### src/rtl/wave_capture_mc.sv
// Multi-channel triggered wave capture into one half of a double-buffered sample RAM.
// The display reads the other half; halves swap once a full buffer is written and the display is idle.
module wave_capture_mc #(
  parameter int unsigned CHANNELS     = 2,
  parameter int unsigned SAMPLE_WIDTH = 16,
  parameter int unsigned STORE_WIDTH  = 8,
  parameter int unsigned ADDR_WIDTH   = 8,
  parameter int unsigned CH_SEL_WIDTH = 3
) (
  input  logic                              clk,
  input  logic                              reset,
  input  logic                              new_sample_ready,
  input  logic [CHANNELS*SAMPLE_WIDTH-1:0]  new_sample_in,
  input  logic [1:0]                        trigger_mode,
  input  logic [CH_SEL_WIDTH-1:0]           trigger_channel,
  input  logic [3:0]                        decimation,
  input  logic                              arm,
  input  logic                              wave_display_idle,
  output logic [ADDR_WIDTH:0]               write_address,
  output logic                              write_enable,
  output logic [CHANNELS*STORE_WIDTH-1:0]   write_sample,
  output logic                              read_index,
  output logic                              capture_done,
  output logic [1:0]                        state_out
);

  typedef enum logic [1:0] {
    ARMED  = 2'b00,
    ACTIVE = 2'b01,
    WAIT   = 2'b10,
    HOLD   = 2'b11
  } state_e;

  typedef enum logic [1:0] {
    MODE_RISE   = 2'b00,
    MODE_FALL   = 2'b01,
    MODE_FREE   = 2'b10,
    MODE_SINGLE = 2'b11
  } mode_e;

  localparam logic [STORE_WIDTH-1:0] STORE_MSB = STORE_WIDTH'(1) << (STORE_WIDTH - 1);

  state_e                           state_q, state_d;
  logic [ADDR_WIDTH-1:0]            index_q, index_d;
  logic [3:0]                       dec_cnt_q, dec_cnt_d;
  logic                             prev_sign_q, prev_sign_d;
  logic                             read_index_q, read_index_d;
  logic                             capture_done_q, capture_done_d;
  logic                             write_enable_q, write_enable_d;
  logic [ADDR_WIDTH:0]              write_address_q, write_address_d;
  logic [CHANNELS*STORE_WIDTH-1:0]  write_sample_q, write_sample_d;

  logic                             capturing;
  logic                             accept;
  logic                             cur_sign;
  logic                             trigger_hit;
  logic                             last_index;
  logic [CHANNELS*STORE_WIDTH-1:0]  stored;

  // Only the upper STORE_WIDTH bits of each sample are kept.
  logic unused_sample_bits;
  assign unused_sample_bits = ^new_sample_in;

  // Truncate to the top bits and flip the MSB: two's complement to offset binary.
  always_comb begin
    stored = '0;
    for (int unsigned k = 0; k < CHANNELS; k++) begin
      stored[k*STORE_WIDTH +: STORE_WIDTH] =
        new_sample_in[k*SAMPLE_WIDTH + SAMPLE_WIDTH - STORE_WIDTH +: STORE_WIDTH] ^ STORE_MSB;
    end
  end

  // Out-of-range channel selects fall back to channel 0.
  always_comb begin
    cur_sign = new_sample_in[SAMPLE_WIDTH-1];
    for (int unsigned k = 0; k < CHANNELS; k++) begin
      if (32'(trigger_channel) == k) begin
        cur_sign = new_sample_in[k*SAMPLE_WIDTH + SAMPLE_WIDTH - 1];
      end
    end
  end

  always_comb begin
    trigger_hit = 1'b0;
    case (mode_e'(trigger_mode))
      MODE_RISE, MODE_SINGLE: trigger_hit = prev_sign_q & ~cur_sign;
      MODE_FALL:              trigger_hit = ~prev_sign_q & cur_sign;
      MODE_FREE:              trigger_hit = 1'b1;
      default:                trigger_hit = 1'b0;
    endcase
  end

  assign capturing  = (state_q == ARMED) || (state_q == ACTIVE);
  assign accept     = capturing && new_sample_ready && (dec_cnt_q == '0);
  assign last_index = (index_q == '1);

  always_ff @(posedge clk or negedge reset) begin
    if (!reset) begin
      state_q <= ARMED;
    end else begin
      state_q <= state_d;
    end
  end

  always_comb begin
    state_d = state_q;
    case (state_q)
      ARMED:   if (accept && trigger_hit) state_d = ACTIVE;
      ACTIVE:  if (accept && last_index)  state_d = WAIT;
      WAIT: begin
        if (wave_display_idle) begin
          state_d = (mode_e'(trigger_mode) == MODE_SINGLE) ? HOLD : ARMED;
        end
      end
      HOLD:    if (arm) state_d = ARMED;
      default: state_d = ARMED;
    endcase
  end

  always_comb begin
    index_d         = index_q;
    dec_cnt_d       = dec_cnt_q;
    prev_sign_d     = prev_sign_q;
    read_index_d    = read_index_q;
    capture_done_d  = 1'b0;
    write_enable_d  = 1'b0;
    write_address_d = write_address_q;
    write_sample_d  = write_sample_q;

    if (capturing && new_sample_ready) begin
      dec_cnt_d = (dec_cnt_q == '0) ? decimation : dec_cnt_q - 4'd1;
    end

    case (state_q)
      ARMED: begin
        if (accept) begin
          prev_sign_d = cur_sign;
          if (trigger_hit) begin
            write_enable_d  = 1'b1;
            write_address_d = {~read_index_q, {ADDR_WIDTH{1'b0}}};
            write_sample_d  = stored;
            index_d         = ADDR_WIDTH'(1);
          end
        end
      end
      ACTIVE: begin
        // Incrementing past the last entry wraps index back to 0 for the next capture.
        if (accept) begin
          write_enable_d  = 1'b1;
          write_address_d = {~read_index_q, index_q};
          write_sample_d  = stored;
          index_d         = index_q + ADDR_WIDTH'(1);
        end
      end
      WAIT: begin
        if (wave_display_idle) begin
          read_index_d   = ~read_index_q;
          capture_done_d = 1'b1;
        end
      end
      default: ;
    endcase

    if ((state_d == ARMED) && (state_q != ARMED)) begin
      dec_cnt_d   = '0;
      prev_sign_d = 1'b0;
    end
  end

  always_ff @(posedge clk or negedge reset) begin
    if (!reset) begin
      index_q         <= '0;
      dec_cnt_q       <= '0;
      prev_sign_q     <= 1'b0;
      read_index_q    <= 1'b0;
      capture_done_q  <= 1'b0;
      write_enable_q  <= 1'b0;
      write_address_q <= '0;
      write_sample_q  <= '0;
    end else begin
      index_q         <= index_d;
      dec_cnt_q       <= dec_cnt_d;
      prev_sign_q     <= prev_sign_d;
      read_index_q    <= read_index_d;
      capture_done_q  <= capture_done_d;
      write_enable_q  <= write_enable_d;
      write_address_q <= write_address_d;
      write_sample_q  <= write_sample_d;
    end
  end

  assign write_address = write_address_q;
  assign write_enable  = write_enable_q;
  assign write_sample  = write_sample_q;
  assign read_index    = read_index_q;
  assign capture_done  = capture_done_q;
  assign state_out     = state_q;

endmodule
### config.mk
export PLATFORM = sky130hd
export DESIGN_NAME = wave_capture_mc
export DESIGN_NICKNAME = d
export VERILOG_FILES = /design/src/rtl/wave_capture_mc.sv
export SDC_FILE = /design/constraint.sdc
export NUM_CORES = 1
export LEC_CHECK = 0
export BUFFER_PORTS_ARGS = -buffer_cell sky130_fd_sc_hd__buf_4
export CORE_MARGIN = 2
export CORE_UTILIZATION = 46
export CTS_BUF_LIST = sky130_fd_sc_hd__clkbuf_8
export CTS_CLUSTER_SIZE = 25
export DETAILED_ROUTE_END_ITERATION = 8
export PLACE_DENSITY = 0.68
export SLEW_MARGIN = 30
export SYNTH_ARGS = -nofsm -noshare
export SYNTH_HDL_FRONTEND = slang
export SYNTH_SLANG_ARGS = --single-unit
### constraint.sdc
create_clock -name clk -period 3.79 [get_ports clk]
set_input_delay 0.1895 -clock clk [delete_from_list [all_inputs] [get_ports clk]]
set_output_delay 0.1895 -clock clk [all_outputs]
set_load 0.02 [all_outputs]
# Yosys cells after proc, flatten, opt, wreduce, memory -nomap -nowiden
# Cells that the tools add are included.
[op_classes]
n_addsub = 2
mul = 0
div = 0
magnitude_cmp = 0
eq_ne = 11
n_shift = 0
muxes = 32
bitwise_logic = 7
reduce_logical = 19
[op_table]
columns = ["op", "count"]
rows = [
  ["16-bit 2-to-1 mux", 3],
  ["16-bit one-hot mux with 2 select lines", 1],
  ["9-bit 2-to-1 mux", 3],
  ["8-bit 2-to-1 mux", 3],
  ["9-bit one-hot mux with 2 select lines", 1],
  ["8-bit one-hot mux with 2 select lines", 1],
  ["4-bit 2-to-1 mux", 3],
  ["2-bit 2-to-1 mux", 5],
  ["2-bit nonzero test", 5],
  ["1-bit 2-to-1 mux", 9],
  ["8-bit by 1-bit adder with 8-bit output (second input constant)", 1],
  ["2-bit equality test (second input constant)", 4],
  ["8-bit equality test (second input constant)", 1],
  ["2-bit one-hot mux with 4 select lines", 1],
  ["2-bit zero test", 3],
  ["2-bit != test (second input constant)", 3],
  ["1-bit logical AND", 5],
  ["1-bit inverter", 5],
  ["2-bit by 1-bit equality test with 1-bit output (second input constant)", 2],
  ["4-bit zero test", 1],
  ["2-bit AND reduction", 2],
  ["4-bit AND reduction", 1],
  ["4-bit by 1-bit subtractor with 4-bit output (second input constant)", 1],
  ["3-bit by 1-bit equality test with 1-bit output (second input constant)", 1],
  ["5 further kinds", 6],
]
[word_totals]
regBits = 43
latch_bits = 0
ram_bits = 0
mem_bits_ro = 0
inputBits = 46
memories = 0

# Logic depth before layout (Yosys ltp)
[depth]
word_depth = 12
mapped_depth = 8
ltp_nobuf = 6

# Least setup slack after synthesis
# OpenSTA, ideal clock, no wires.
[synth_timing]
path_type = "reg2reg"
startpoint = "register dec_cnt_q[0]"
endpoint = "register write_sample_q[0] (netlist: write_sample[0])"
setup_time_ns = 0.124
t_arrival_ns = 1.743
slack_ns = 1.923
stages_incl_launch_ff = 9
n_path_buf = 2
synth_period_minus_slack_ns = 1.867
cell_sequence = "dfrtp_1 -> inv_1 -> ha_1 -> or3b_1 -> buf_6 -> buf_12 -> o21ai_2 -> nand3_1 -> a211o_1"
[synth_via]
elab_chain_len = 4
[synth_lines]
columns = ["element", "line", "source"]
rows = [
  ["start, declared", "45", "logic [3:0] dec_cnt_q, dec_cnt_d;"],
  ["start signal, assigned", "182", "dec_cnt_q <= dec_cnt_d;"],
  ["4-bit zero test (*)", "94", "assign accept = capturing && new_sample_ready && (dec_cnt_q == '0);"],
  ["1-bit logical AND (*)", "94", ""],
  ["2-bit != test (no line)", "--", ""],
  ["4-bit AND reduction (no line) (*)", "--", ""],
  ["end signal, assigned", "188", "write_sample_q <= write_sample_d;"],
  ["end, declared", "51", "logic [CHANNELS*STORE_WIDTH-1:0] write_sample_q, write_sample_d;"],
]
# Every way passes the cells marked *; elsewhere a longest branch is shown, timed or not.
# A chain may end at the register's enable or synchronous reset.

# Worst setup path after layout
[layout_timing]
startpoint = "register dec_cnt_q[0]"
endpoint = "register write_sample_q[7] (netlist: write_sample[7])"
# The elaborated chain is that of the path after synthesis.

==> metrics.md <==
| Metric | Value |
|---|---|
| Unrepaired setup endpoints after global routing | false |
| ANT nets after route | 0 |
| Detailed placer's ending HPWL | between 5000 and 6000 µm |
| Crit end category | register |
| Hold EP | write_sample[15] |
| Row Count | 29 |
| Initial antenna violation count | 0 |
| Syn Nets | 378 |
| Max FO, Critical Path | 25 |
| Worst hold path class | in2reg |
| Sum of negative setup slack | 0 ps |
| CTS root buf | clkbuf_8 |
| VDD IR max | between 0.4 and 0.5 mV |
| Worst r2r src | dec_cnt_q[0] |
| DR vias | around 3000 |
| CTS tree | done |
| P&R area growth vs syn | 17.5% |
| Final clock skew | between 6 and 7 ps |
| Distinct cells, synth | 54 |
| Overflow after GRT | 0 |
| Diode count | 0 |
| Hold Path Stages | 2 |
| Routability congestion estimate | between 0.7 and 0.8 |
| Slew HR | between 30% and 40% |
| Worst path arrival time | approximately 2700 ps |
| Maximum clock insertion buffer count | 2 |
| Main combinational cell family by area after synthesis | compound AO/OA/AOI/OAI gates |
| Post-synth design cell area | 0.00307 mm² |
| Die ar. | between 0.007 and 0.008 mm² |
| R2R Setup Slk | 1250 ps |
| Xor and xnor fraction of the mapped netlist area | less than 1% |
| Inserted Clock Buffers | 5 |
| Number of post-CTS setup repair buffers | 0 |
| Htree depth | 2 |
| Max incr delay on CP | about 660 ps |
| Final wirelength | 8490 µm |
| WP data required | ~3900 ps |
| Core ar. | ~0.0064 mm² |
| Worst Hold Slack | 163 ps |
| Compound-Gate Fraction of Synth Area | 28.1% |
| DR WL/cell | 19.1 µm |
| Synth Flop Type | dfrtp_1 |
| Mean Syn Cell Area | 9.41 µm² |
| Yosys warns | 0 |
| Post-synth EDFFs | 0 |
| Start point of the worst hold path | new_sample_in[31] |
| Critical R2R Capture | write_sample[7] |
| First-pass GRT wire length | 13900 µm |
| CTS clk-pin slew, worst paths | about 90 ps |
| Status | finished, final reports clean |
| Num Clock Sinks | 43 |
| Asr flop ratio synth | 100% |
| Final Util | a little under three fifths |
| Post-Synth Simple-Gate Area | a little over a quarter |
| Adder-Cell Fraction of Synth Area | under 10% |
| Clock latency on the worst-skew pair | ~300 ps |
| DRC Markers | 0 |
| Max_cap viols | 0 |
| Cell Area, Placed | around 0.0035 mm² |
| Vias per Instance | between 6 and 7 |
| Cell Pwr Density | about 570 mW/mm² |
| FILL cells | about 580 |
| CP Cell Sequence | inv_1, ha_1, nor3b_4, nand2_2, a211oi_1, o311ai_1 |
| First drt pass iteration count | 5 |
| Nets | 419 |
| Sequential fraction of the synthesis area | 35.1% |
| P_leak | 1.58 nW |
| Synth Register Bits | 43 |
| Cells after synthesis | around 330 |
| Worst-margin pin slew | about 900 ps |
| Initial Util | between 40% and 50% |
| Height of the die | around 86 µm |
| Fin area | between 0.003 and 0.004 mm² |
| Startpoint class of the critical path | register |
| Final slew viol count | 0 |
| Ports | 76 |
| Crit-path leading delay family | simple AND/OR/NAND/NOR gates |
| Share of cells above drive strength 1 | 26.1% |
| Vias in the first global route | about 2800 |
| Setup violators final | 0 |
| DR iter-0 viols | between 200 and 250 |
| Critical path class | reg2reg |
| Die X-Extent | between 80 and 90 µm |
| PortBufs | 59 |
| Critical path buffers and inverters | 1 |
| Largest net degree at the start of global routing | 44 |
| All-Layer GR Usage | roughly 23% |
| Reg2Reg Depth | 6 |
| Final Hold Fails | 0 |
| Tcrit/Tclk final | about two thirds |
| Min Tclk post-route | 2540 ps |
| CP max-delay cell | nor3b_4 |
| Max Clk Rate | just under 400 MHz |
| Multiplexer share of the synthesized area | 0% |
[worst max-delay path by stage]
stage                            start               to  slack [ps]  cells past startpoint
after floorplan           dec_cnt_q[0]  write_sample[0]        1920                      8
after global placement    dec_cnt_q[0]       index_q[6]        1320                      6
after detailed placement  dec_cnt_q[0]  write_sample[7]        1300                      6
after CTS                 dec_cnt_q[0]  write_sample[7]        1270                      6
after global routing      dec_cnt_q[0]  write_sample[7]        1050                      6
final                     dec_cnt_q[0]  write_sample[7]        1250                      6
[per-layer routing]
metal  wire, µm  vias to the layer above  track usage [%]
met5          0                        -                0
met3        520                        5             2.69
li1           -                     1358                -
met2       4060                      109             38.3
met1       3850                     1493             32.6
met4         57                        0             5.48
[cells in the final DEF, fill, tap and decap left out, types with 3 or more instances in the layout]
master / netlist / layout
buf_4: 0 / 66
dfrtp_1: 43 / 43
nand4_1: 29 / 29
and3_1: 21 / 21
nand3_1: 19 / 19
o211a_1: 15 / 15
a211o_1: 15 / 15
o21ai_2: 11 / 11
inv_1: 10 / 10
nand2_1: 10 / 10
a21o_1: 10 / 10
o21ai_0: 9 / 9
nor4_1: 9 / 9
a22o_1: 9 / 9
nor2_1: 7 / 7
a211oi_1: 6 / 6
ha_1: 6 / 6
nor2b_1: 6 / 5
o211ai_1: 5 / 5
a21oi_1: 5 / 5
clkbuf_8: 0 / 5
nand3b_1: 4 / 4
nor3_1: 4 / 4
nand2b_1: 3 / 3
nand4bb_1: 3 / 3
o2bb2ai_1: 3 / 3
o311ai_1: 3 / 3
[per-stage QoR]
stage | total power [W] | cells | setup WS (ps)
6_report | 0.00205 | 445 | 1250
5_1_grt | 0.00218 | 445 | 1050
4_1_cts | 0.00206 | 445 | 1270
3_5_place_dp | 0.00162 | 436 | 1300
3_3_place_gp | 0.00159 | 436 | 1320
2_1_floorplan | 0.00137 | 326 | 1920
[Yosys cell counts, types with 4 or more instances]
| cell type | n | share of area, % |
|---|---|---|
| ha_1 | 6 | 2.4 |
| nand2_1 | 10 | 1.2 |
| a22o_1 | 9 | 2.6 |
| inv_1 | 10 | 1.2 |
| buf_2 | 18 | 2.9 |
| nor2_1 | 7 | 0.86 |
| dfrtp_1 | 43 | 35 |
| a21o_1 | 10 | 2.4 |
| nand4_1 | 29 | 5.9 |
| nand3_1 | 19 | 3.1 |
| nor3_1 | 4 | 0.65 |
| nor4_1 | 9 | 1.8 |
| o211a_1 | 15 | 4.9 |
| clkbuf_1 | 7 | 0.86 |
| a21oi_1 | 5 | 0.82 |
| a211o_1 | 15 | 4.3 |
| a211oi_1 | 6 | 1.5 |
| and3_1 | 21 | 4.3 |
| nand3b_1 | 4 | 0.98 |
| nor2b_1 | 6 | 1.2 |
| o21ai_2 | 11 | 3.1 |
| o21ai_0 | 9 | 1.5 |
| o211ai_1 | 5 | 1.2 |
| buf_6 | 4 | 1.5 |
[sequential cells by signal, summed over array words and instances (netlist names)]
signal and count:
write_address 9, capture_done 1, write_enable 1, index_q 8, prev_sign_q 1, read_index 1, state_out 2, dec_cnt_q 4
write_sample 16
[layout make-up]
| class | count | area (µm²) | area share, % |
|---|---|---|---|
| clock buffers | 5 | 68.8 | 1.91 |
| clock inverters | 3 | 67.6 | 1.87 |
| inverters | 10 | 37.5 | 1.04 |
| multi-input cells | 240 | 1750 | 48.6 |
| flip-flops and latches | 43 | 1080 | 29.9 |
| well taps | 77 | 96.3 | 2.67 |
| repair buffers | 67 | 505 | 14.0 |
[cell families (layout without fill, tap and decap cells)]
group           after synthesis  count (layout)
buf+inv                      43              85
flops                        43              43
xor+xnor                      1               1
simple gates                128             128
compound gates              105             105
fa+ha+maj                     6               6
[report_power, final]
group | internal [W] | leakage [nW] | switching, W
Combinational | 0.000392 | 1.10 | 0.000560
Clock | 0.000263 | 0.0644 | 0.000178
Sequential | 0.000552 | 0.424 | 0.000110
[what timing repair did]
item | 4_1_cts | 5_1_grt
hold buffers | 1 | 0
gates resized for setup | 0 | 0
endpoints found under the hold margin | 43 | 0
[worst register-to-register path, cell delays in order, from the launching register on]
cell and delay (ps):
dfrtp_1 430, inv_1 100, ha_1 230, nor3b_4 660
nand2_2 480, a211oi_1 350, o311ai_1 150
No activity file was read; power rests on OpenSTA's default activity.
